## src/rtl/alu_pkg.sv

```systemverilog
// Shared definitions for the sequential ALU: MIPS funct codes and FSM states.
package alu_pkg;

  localparam logic [5:0] FN_ADD   = 6'b100000;
  localparam logic [5:0] FN_ADDU  = 6'b100001;
  localparam logic [5:0] FN_SUB   = 6'b100010;
  localparam logic [5:0] FN_SUBU  = 6'b100011;
  localparam logic [5:0] FN_AND   = 6'b100100;
  localparam logic [5:0] FN_OR    = 6'b100101;
  localparam logic [5:0] FN_XOR   = 6'b100110;
  localparam logic [5:0] FN_NOR   = 6'b100111;
  localparam logic [5:0] FN_SLT   = 6'b101010;
  localparam logic [5:0] FN_SLTU  = 6'b101011;
  localparam logic [5:0] FN_SLLV  = 6'b000100;
  localparam logic [5:0] FN_SRLV  = 6'b000110;
  localparam logic [5:0] FN_SRAV  = 6'b000111;
  localparam logic [5:0] FN_MULTU = 6'b011001;

  typedef enum logic [1:0] {
    IDLE = 2'd0,
    MUL  = 2'd1,
    HOLD = 2'd2
  } alu_state_t;

endpackage

```

## src/rtl/alu_seq_if.sv

```systemverilog
// Request/response bundle between decode/register-read and the sequential ALU.
interface alu_seq_if #(
  parameter int WIDTH = 8
);
  logic             in_valid;
  logic             in_ready;
  logic [5:0]       func;
  logic [WIDTH-1:0] a;
  logic [WIDTH-1:0] b;
  logic             out_valid;
  logic             out_ready;
  logic [WIDTH-1:0] res;
  logic [WIDTH-1:0] hi;
  logic             ovf;
  logic             zero;
  logic             illegal;

  // Producer of operations / consumer of results.
  modport master (
    output in_valid, func, a, b, out_ready,
    input  in_ready, out_valid, res, hi, ovf, zero, illegal
  );

  // The ALU itself.
  modport slave (
    input  in_valid, func, a, b, out_ready,
    output in_ready, out_valid, res, hi, ovf, zero, illegal
  );
endinterface

```

## src/rtl/alu_mul_iter.sv

```systemverilog
// Iterative shift-add unsigned multiplier, one partial product per cycle.
// product is combinational: while done is high it already includes the final
// partial product, so the caller captures it on the same edge.
module alu_mul_iter #(
  parameter int WIDTH = 8
) (
  input  logic                 clk,
  input  logic                 rst_n,
  input  logic                 start,
  input  logic [WIDTH-1:0]     a,
  input  logic [WIDTH-1:0]     b,
  output logic                 done,
  output logic [2*WIDTH-1:0]   product
);

  localparam int CNT_W = $clog2(WIDTH + 1);

  logic [2*WIDTH-1:0] mcand;
  logic [2*WIDTH-1:0] acc;
  logic [WIDTH-1:0]   mplier;
  logic [CNT_W-1:0]   cnt;

  assign product = acc + (mplier[0] ? mcand : '0);
  assign done    = (cnt == CNT_W'(1));

  // Load operands on start, then fold in one multiplier bit per cycle.
  always_ff @(posedge clk or negedge rst_n) begin
    if (!rst_n) begin
      mcand  <= '0;
      acc    <= '0;
      mplier <= '0;
      cnt    <= '0;
    end else if (start) begin
      mcand  <= {{WIDTH{1'b0}}, a};
      acc    <= '0;
      mplier <= b;
      cnt    <= CNT_W'(WIDTH);
    end else if (cnt != '0) begin
      acc    <= product;
      mcand  <= mcand << 1;
      mplier <= mplier >> 1;
      cnt    <= cnt - CNT_W'(1);
    end
  end

endmodule

```

## src/rtl/alu_seq.sv

```systemverilog
// Registered MIPS R-type ALU with valid/ready handshake. Single-cycle ops
// return the cycle after acceptance; multu is handed to the iterative
// multiplier and the block stalls until its result has been consumed.
module alu_seq
  import alu_pkg::*;
#(
  parameter int WIDTH = 8
) (
  input  logic     clk,
  input  logic     rst_n,
  alu_seq_if.slave bus
);

  localparam int SHAMT_W = $clog2(WIDTH);

  alu_state_t state, state_nxt;

  logic               in_rdy;
  logic               mul_start;
  logic               mul_done;
  logic [2*WIDTH-1:0] mul_prod;
  logic               load_sc;
  logic               load_mul;
  logic               clr_ov;

  logic [WIDTH-1:0]   sum;
  logic [WIDTH-1:0]   diff;
  logic [SHAMT_W-1:0] amt;
  logic               amt_big;
  logic [WIDTH-1:0]   sc_res;
  logic               sc_ovf;
  logic               sc_ill;

  logic [WIDTH-1:0]   res_q;
  logic [WIDTH-1:0]   hi_q;
  logic               ovf_q;
  logic               zero_q;
  logic               ill_q;
  logic               ov_q;

  alu_mul_iter #(.WIDTH(WIDTH)) u_mul (
    .clk     (clk),
    .rst_n   (rst_n),
    .start   (mul_start),
    .a       (bus.a),
    .b       (bus.b),
    .done    (mul_done),
    .product (mul_prod)
  );

  // Single-cycle datapath; unsupported codes flag illegal with a zero result.
  always_comb begin
    sum     = bus.a + bus.b;
    diff    = bus.a - bus.b;
    amt     = bus.b[SHAMT_W-1:0];
    amt_big = ({1'b0, amt} >= (SHAMT_W+1)'(WIDTH));
    sc_res  = '0;
    sc_ovf  = 1'b0;
    sc_ill  = 1'b0;
    case (bus.func)
      FN_ADD: begin
        sc_res = sum;
        sc_ovf = (bus.a[WIDTH-1] == bus.b[WIDTH-1]) && (sum[WIDTH-1] != bus.a[WIDTH-1]);
      end
      FN_ADDU: sc_res = sum;
      FN_SUB: begin
        sc_res = diff;
        sc_ovf = (bus.a[WIDTH-1] != bus.b[WIDTH-1]) && (diff[WIDTH-1] != bus.a[WIDTH-1]);
      end
      FN_SUBU: sc_res = diff;
      FN_AND:  sc_res = bus.a & bus.b;
      FN_OR:   sc_res = bus.a | bus.b;
      FN_XOR:  sc_res = bus.a ^ bus.b;
      FN_NOR:  sc_res = ~(bus.a | bus.b);
      FN_SLT:  sc_res = {{(WIDTH-1){1'b0}}, ($signed(bus.a) < $signed(bus.b))};
      FN_SLTU: sc_res = {{(WIDTH-1){1'b0}}, (bus.a < bus.b)};
      FN_SLLV: sc_res = amt_big ? '0 : (bus.a << amt);
      FN_SRLV: sc_res = amt_big ? '0 : (bus.a >> amt);
      FN_SRAV: sc_res = amt_big ? {WIDTH{bus.a[WIDTH-1]}} : WIDTH'($signed(bus.a) >>> amt);
      FN_MULTU: sc_res = '0;
      default: sc_ill = 1'b1;
    endcase
  end

  // FSM state register.
  always_ff @(posedge clk or negedge rst_n) begin
    if (!rst_n) state <= IDLE;
    else        state <= state_nxt;
  end

  // Next state, input readiness and output-register load controls.
  always_comb begin
    state_nxt = state;
    in_rdy    = 1'b0;
    mul_start = 1'b0;
    load_sc   = 1'b0;
    load_mul  = 1'b0;
    clr_ov    = 1'b0;
    case (state)
      IDLE: begin
        in_rdy = !ov_q || bus.out_ready;
        if (bus.in_valid && in_rdy) begin
          if (bus.func == FN_MULTU) begin
            mul_start = 1'b1;
            clr_ov    = 1'b1;
            state_nxt = MUL;
          end else begin
            load_sc = 1'b1;
          end
        end else if (ov_q && bus.out_ready) begin
          clr_ov = 1'b1;
        end
      end
      MUL: begin
        if (mul_done) begin
          load_mul  = 1'b1;
          state_nxt = HOLD;
        end
      end
      HOLD: begin
        if (bus.out_ready) begin
          clr_ov    = 1'b1;
          state_nxt = IDLE;
        end
      end
      default: state_nxt = IDLE;
    endcase
  end

  // Output registers: hold while stalled, reload on a new result.
  always_ff @(posedge clk or negedge rst_n) begin
    if (!rst_n) begin
      res_q  <= '0;
      hi_q   <= '0;
      ovf_q  <= 1'b0;
      zero_q <= 1'b0;
      ill_q  <= 1'b0;
      ov_q   <= 1'b0;
    end else if (load_sc) begin
      res_q  <= sc_res;
      hi_q   <= '0;
      ovf_q  <= sc_ovf;
      zero_q <= (sc_res == '0);
      ill_q  <= sc_ill;
      ov_q   <= 1'b1;
    end else if (load_mul) begin
      res_q  <= mul_prod[WIDTH-1:0];
      hi_q   <= mul_prod[2*WIDTH-1:WIDTH];
      ovf_q  <= 1'b0;
      zero_q <= (mul_prod == '0);
      ill_q  <= 1'b0;
      ov_q   <= 1'b1;
    end else if (clr_ov) begin
      ov_q   <= 1'b0;
    end
  end

  assign bus.in_ready  = in_rdy;
  assign bus.out_valid = ov_q;
  assign bus.res       = res_q;
  assign bus.hi        = hi_q;
  assign bus.ovf       = ovf_q;
  assign bus.zero      = zero_q;
  assign bus.illegal   = ill_q;

endmodule

```

## src/flat_wrapper.sv

```systemverilog
// flat-port wrapper written by rule: the top's interface ports become plain ports
module alu_seq_flat import alu_pkg::*;
#(
  parameter int WIDTH = 8
)
  (clk, rst_n, bus_in_valid, bus_func, bus_a, bus_b, bus_out_ready, bus_in_ready, bus_out_valid, bus_res, bus_hi, bus_ovf, bus_zero, bus_illegal);
  alu_seq_if #(.WIDTH(WIDTH)) bus_i ();
  input  logic clk;
  input  logic rst_n;
  input wire logic [$bits(bus_i.in_valid)-1:0] bus_in_valid;
  input wire logic [$bits(bus_i.func)-1:0] bus_func;
  input wire logic [$bits(bus_i.a)-1:0] bus_a;
  input wire logic [$bits(bus_i.b)-1:0] bus_b;
  input wire logic [$bits(bus_i.out_ready)-1:0] bus_out_ready;
  output wire logic [$bits(bus_i.in_ready)-1:0] bus_in_ready;
  output wire logic [$bits(bus_i.out_valid)-1:0] bus_out_valid;
  output wire logic [$bits(bus_i.res)-1:0] bus_res;
  output wire logic [$bits(bus_i.hi)-1:0] bus_hi;
  output wire logic [$bits(bus_i.ovf)-1:0] bus_ovf;
  output wire logic [$bits(bus_i.zero)-1:0] bus_zero;
  output wire logic [$bits(bus_i.illegal)-1:0] bus_illegal;
  assign bus_i.in_valid = bus_in_valid;
  assign bus_i.func = bus_func;
  assign bus_i.a = bus_a;
  assign bus_i.b = bus_b;
  assign bus_i.out_ready = bus_out_ready;
  assign bus_in_ready = bus_i.in_ready;
  assign bus_out_valid = bus_i.out_valid;
  assign bus_res = bus_i.res;
  assign bus_hi = bus_i.hi;
  assign bus_ovf = bus_i.ovf;
  assign bus_zero = bus_i.zero;
  assign bus_illegal = bus_i.illegal;
  alu_seq #(.WIDTH(WIDTH)) u_core (.clk(clk), .rst_n(rst_n), .bus(bus_i));
endmodule
```

## config.mk

```make
export PLATFORM = sky130hd
export DESIGN_NAME = alu_seq_flat
export DESIGN_NICKNAME = d
export VERILOG_FILES = /design/src/rtl/alu_pkg.sv /design/src/rtl/alu_seq_if.sv /design/src/rtl/alu_mul_iter.sv /design/src/rtl/alu_seq.sv /design/src/flat_wrapper.sv
export SDC_FILE = /design/constraint.sdc
export NUM_CORES = 1
export LEC_CHECK = 0
export CAP_MARGIN = 20
export CORE_MARGIN = 2
export CORE_UTILIZATION = 59
export DETAILED_ROUTE_END_ITERATION = 8
export PLACE_DENSITY_LB_ADDON = 0.3
export SLEW_MARGIN = 20
export SYNTH_ARGS = -nofsm -noshare
export SYNTH_HDL_FRONTEND = slang
export SYNTH_SLANG_ARGS = --single-unit
```

## constraint.sdc

```tcl
create_clock -name clk -period 3.2 [get_ports clk]
set_clock_uncertainty 0.05 [all_clocks]
set_input_delay 0.48 -clock clk [delete_from_list [all_inputs] [get_ports clk]]
set_output_delay 0.48 -clock clk [all_outputs]
set_load 0.1 [all_outputs]
```

==> report_table.html, run 1 <==
<table>
<tr><th>Metric</th><th>Value</th></tr>
<tr><th colspan="2">Outcome</th></tr>
<tr><td>Status</td><td>finished clean</td></tr>
<tr><th colspan="2">Synth</th></tr>
<tr><td>Commonest cells post-synth</td><td>sky130_fd_sc_hd__nand2_1, sky130_fd_sc_hd__dfrtp_1, sky130_fd_sc_hd__o21ai_0, sky130_fd_sc_hd__nor2_1, sky130_fd_sc_hd__a21oi_1</td></tr>
<tr><td>Largest family of logic cells by synthesized area</td><td>compound AO/OA/AOI/OAI gates</td></tr>
<tr><td>Post-synthesis async set-or-reset flop share</td><td>100.0%</td></tr>
<tr><td>Register area share after synthesis</td><td>30.26%</td></tr>
<tr><td>Synthesis warning total</td><td>0</td></tr>
<tr><td>XOR/XNOR Fraction of Synth Area</td><td>4.333%</td></tr>
<tr><td>Mux cell area share after synthesis</td><td>8.689%</td></tr>
<tr><td>Leading register cell type out of synthesis</td><td>sky130_fd_sc_hd__dfrtp_1</td></tr>
<tr><td>Average cell area after synthesis</td><td>8.514 um2</td></tr>
<tr><td>Fraction of the mapped netlist area in compound gates</td><td>21.30%</td></tr>
<tr><td>FF+latch count, synth</td><td>66</td></tr>
<tr><td>Post-synthesis share of cell area spent on full adders, half adders and majority gates</td><td>11.19%</td></tr>
<tr><td>Most frequently used cell type in the post-synthesis netlist</td><td>sky130_fd_sc_hd__nand2_1</td></tr>
<tr><td>Unique masters post-synth</td><td>66</td></tr>
<tr><td>Top cells by area, synth</td><td>sky130_fd_sc_hd__dfrtp_1, sky130_fd_sc_hd__ha_1, sky130_fd_sc_hd__nand2_1</td></tr>
<tr><td>Instance count of the mapped netlist</td><td>641</td></tr>
<tr><td>Synthesized-area fraction occupied by and/or/nand/nor cells</td><td>19.14%</td></tr>
<tr><td>Mapped Area</td><td>5458 um2</td></tr>
<tr><td>Synth area leader</td><td>sky130_fd_sc_hd__dfrtp_1</td></tr>
<tr><td>Fraction of post-synthesis cell area in the top cell type by area</td><td>30.26%</td></tr>
<tr><td>Net Count, Synth</td><td>714</td></tr>
<tr><td>Number of flops mapped to enable cells by yosys</td><td>0</td></tr>
<tr><th colspan="2">Placement</th></tr>
<tr><td>Gpl congestion</td><td>1.000</td></tr>
<tr><td>Port Buf Inserts</td><td>46</td></tr>
<tr><td>Detail Placement HPWL</td><td>11,290 um</td></tr>
<tr><th colspan="2">Timing</th></tr>
<tr><td>Setup violation total in the final timing report</td><td>0</td></tr>
<tr><td>Headroom to the max-slew limit</td><td>56.21%</td></tr>
<tr><td>Crit share post-route</td><td>96.13%</td></tr>
<tr><td>Final max-slew violation count</td><td>0</td></tr>
<tr><td>Tmin final</td><td>3076 ps</td></tr>
<tr><td>Achievable frequency</td><td>0.3251 GHz</td></tr>
<tr><td>Hold violation count in the final report</td><td>0</td></tr>
<tr><td>Worst-Margin Slew</td><td>654.5 ps</td></tr>
<tr><td>Sum Neg Setup Slack</td><td>0 ps</td></tr>
<tr><td>Smallest hold slack</td><td>19.24 ps</td></tr>
<tr><th colspan="2">Clock network</th></tr>
<tr><td>Number of clock sinks</td><td>66</td></tr>
<tr><td>Root buffer cell</td><td>sky130_fd_sc_hd__clkbuf_8</td></tr>
<tr><td>TritonCTS clock tree</td><td>yes</td></tr>
<tr><td>Source-to-sink clock delay at the later pin of the worst-skew pair</td><td>350 ps</td></tr>
<tr><td>CTS HTree Levels</td><td>3</td></tr>
<tr><td>Number of buffers created by CTS</td><td>9</td></tr>
<tr><td>Clock buffer depth</td><td>2</td></tr>
<tr><td>Clock input transition at the sequential cells of the worst setup and hold paths</td><td>80 ps</td></tr>
<tr><th colspan="2">Critical path</th></tr>
<tr><td>Top fanout value on the critical path</td><td>3</td></tr>
<tr><td>Crit path required time</td><td>3410 ps</td></tr>
<tr><td>Crit path launch type</td><td>register</td></tr>
<tr><td>Crit path kind</td><td>reg2reg</td></tr>
<tr><td>Source of the worst register-to-register timing path</td><td>u_core.u_mul.mcand[0]</td></tr>
<tr><td>Origin of the worst setup path</td><td>u_core.u_mul.mcand[0]</td></tr>
<tr><td>Capturing element type of the critical path</td><td>register</td></tr>
<tr><td>Worst endpoint data arrival time</td><td>3280 ps</td></tr>
<tr><th colspan="2">Drt</th></tr>
<tr><td>Average wire per standard cell</td><td>17.88 um</td></tr>
<tr><td>Router iterations before antenna repair</td><td>5</td></tr>
<tr><td>Per-cell via count in the routed design</td><td>6.175</td></tr>
<tr><td># DRC</td><td>0</td></tr>
<tr><td>Via count of the routed design</td><td>5,150</td></tr>
<tr><td>Residual antenna-violating net count after detailed routing</td><td>0</td></tr>
<tr><td>DRC violation total after the first TritonRoute iteration</td><td>306</td></tr>
<tr><td>Final wirelength</td><td>14,910 um</td></tr>
<tr><th colspan="2">Min path</th></tr>
<tr><td>Class of the tightest hold or removal check</td><td>in2async</td></tr>
<tr><th colspan="2">Floorplan</th></tr>
<tr><td>IO Count</td><td>47</td></tr>
<tr><td>Die Ht</td><td>100.2 um</td></tr>
<tr><td>Starting density of the core</td><td>59.92%</td></tr>
<tr><td>Die Area</td><td>10,040 um2</td></tr>
<tr><td>Row cnt</td><td>35</td></tr>
<tr><td>Die extent in x</td><td>100.2 um</td></tr>
<tr><td>Placeable core area</td><td>9109 um2</td></tr>
<tr><th colspan="2">Cells and area</th></tr>
<tr><td>Area added between synthesis and finish</td><td>20.17%</td></tr>
<tr><td>Antenna Cells</td><td>0</td></tr>
<tr><td>Layout net count</td><td>791</td></tr>
<tr><td>Layout cell share with drive strength beyond 1</td><td>18.26%</td></tr>
<tr><th colspan="2">GRT</th></tr>
<tr><td>Global-route wire length before repair</td><td>24,320 um</td></tr>
<tr><td>Overflow after GRT</td><td>0</td></tr>
<tr><td>Aggregate global-route resource usage</td><td>30.64%</td></tr>
<tr><td>Via count of the first global-routing pass</td><td>5,001</td></tr>
<tr><td>Initial antenna violation count</td><td>0</td></tr>
<tr><td>Pin count of the biggest net entering global routing</td><td>61</td></tr>
<tr><th colspan="2">Power</th></tr>
<tr><td>Largest voltage drop on the vdd net</td><td>0.0005441 V</td></tr>
<tr><td>Total power draw</td><td>3.783 mW</td></tr>
<tr><td>Power density over the cells</td><td>576.7 nW/um2</td></tr>
<tr><td>Leakage power summed over all cells</td><td>3.082 nW</td></tr>
<tr><th colspan="2">Flow run</th></tr>
<tr><td>Max Cap Violations</td><td>0</td></tr>
</table>
[per-stage QoR]
stage                     utilization, %  instances  setup slack [ps]  cell area, um2
after floorplan                        -        641             128.3            5469
after global placement             69.16        817            -212.0            6300
after detailed placement           69.16        817            -278.6            6300
after CTS                          71.30        833             63.75            6495
after global routing               72.01        834            -34.03            6559
final                              72.01        834             123.7            6559
[report_power, final]
group	internal, mW	leakage (nW)	switching [mW]	total [mW]
registers	1.02	0.885	0.137	1.16
clock network	0.379	0.103	0.338	0.717
logic	0.636	2.09	1.27	1.90
[path summary, 6_finish.rpt]
kind | to | slack (ps) | cells after the start
max | u_core.u_mul.acc[14] | 120 | 12
max reg2reg | u_core.u_mul.acc[14] | 120 | 12
min reg2reg | u_core.bus.illegal | 460 | 2
max in group asynchronous | u_core.u_mul.acc[2] | 2350 | 2
min in group clk | u_core.bus.illegal | 460 | 2
min | u_core.bus.hi[5] | 20 | 1
[cells in the final DEF, fill, tap and decap left out, drive strengths merged, types with 4 or more instances in the layout]
master | Yosys | layout
mux4 | 9 | 9
nand4 | 6 | 6
nand2 | 87 | 87
o211ai | 6 | 6
a221oi | 4 | 4
buf | 11 | 79
clkdlybuf4s50 | 0 | 24
o22ai | 5 | 5
a21oi | 51 | 51
a21o | 6 | 6
inv | 32 | 32
o221ai | 4 | 4
nor2 | 51 | 51
xor2 | 12 | 12
o21ai | 53 | 53
nor3 | 12 | 12
a211oi | 14 | 14
and2 | 19 | 19
dfrtp | 66 | 66
clkinv | 0 | 4
nand3 | 19 | 19
a31oi | 4 | 4
xnor2 | 15 | 15
ha | 44 | 44
mux2i | 23 | 23
clkbuf | 26 | 11
nor2b | 7 | 7
[cell type report]
| cell class | count | area [um2] |
|---|---|---|
| multi-input cells | 506 | 3593 |
| fillers | 729 | 2550 |
| flip-flops and latches | 66 | 1652 |
| repair buffers | 103 | 859.6 |
| clock buffers | 11 | 141.4 |
| well taps | 111 | 138.9 |
| inverters | 32 | 120.1 |
| clock inverters | 5 | 53.80 |
[sequential cells by signal (all words and copies together) (netlist names)]
name / flops
u_core.bus.illegal: 1
u_core.bus.out_valid: 1
u_core.state: 2
u_core.bus.zero: 1
u_core.bus.res: 8
u_core.u_mul.cnt: 4
u_core.u_mul.mplier: 8
u_core.bus.ovf: 1
u_core.u_mul.acc: 16
u_core.u_mul.mcand: 16
u_core.bus.hi: 8
[metal layers]
layer	vias up	wire [um]	GRT usage, %
met5	-	0	0
met4	0	559	12.01
met2	200	7237	51.57
met3	44	777	4.248
met1	2464	6334	40.10
li1	2442	-	-
[worst max-delay path, cell delays in order (launching register included)]
cell	delay, ps
sky130_fd_sc_hd__dfrtp_1	390
sky130_fd_sc_hd__and2_1	190
sky130_fd_sc_hd__ha_1	250
sky130_fd_sc_hd__fa_2	400
sky130_fd_sc_hd__a21oi_2	200
sky130_fd_sc_hd__o221a_2	220
sky130_fd_sc_hd__o21bai_1	90
sky130_fd_sc_hd__a21o_1	230
sky130_fd_sc_hd__a21oi_4	160
sky130_fd_sc_hd__o211ai_1	170
sky130_fd_sc_hd__xor2_1	300
sky130_fd_sc_hd__nand2_1	140
sky130_fd_sc_hd__a21oi_2	210
[kinds of logic (layout without fill, tap and decap cells)]
kind of cell | count (synthesis) | after routing
flops | 66 | 66
fa+ha+maj | 47 | 47
buf+inv | 69 | 151
xor+xnor | 27 | 27
simple gates | 219 | 219
compound gates | 179 | 179
mux | 34 | 34
[repair_timing]
item                       in CTS  in global routing
buffers inserted                0                  1
hold buffers                    0                  0
setup endpoints to repair       0                  5
gates resized for setup         0                 13
No activity file was read; power rests on OpenSTA's default activity.
==> inputs of run 2 (changes only) <==
--- a/config.mk
+++ b/config.mk
@@ -5,7 +5,7 @@
 export SDC_FILE = /design/constraint.sdc
 export NUM_CORES = 1
 export LEC_CHECK = 0
-export CAP_MARGIN = 20
+export CAP_MARGIN = 5
 export CORE_MARGIN = 2
 export CORE_UTILIZATION = 59
 export DETAILED_ROUTE_END_ITERATION = 8
==> results of run 2 <==
Final layout, timing and power as in run 1 (identical DEF).
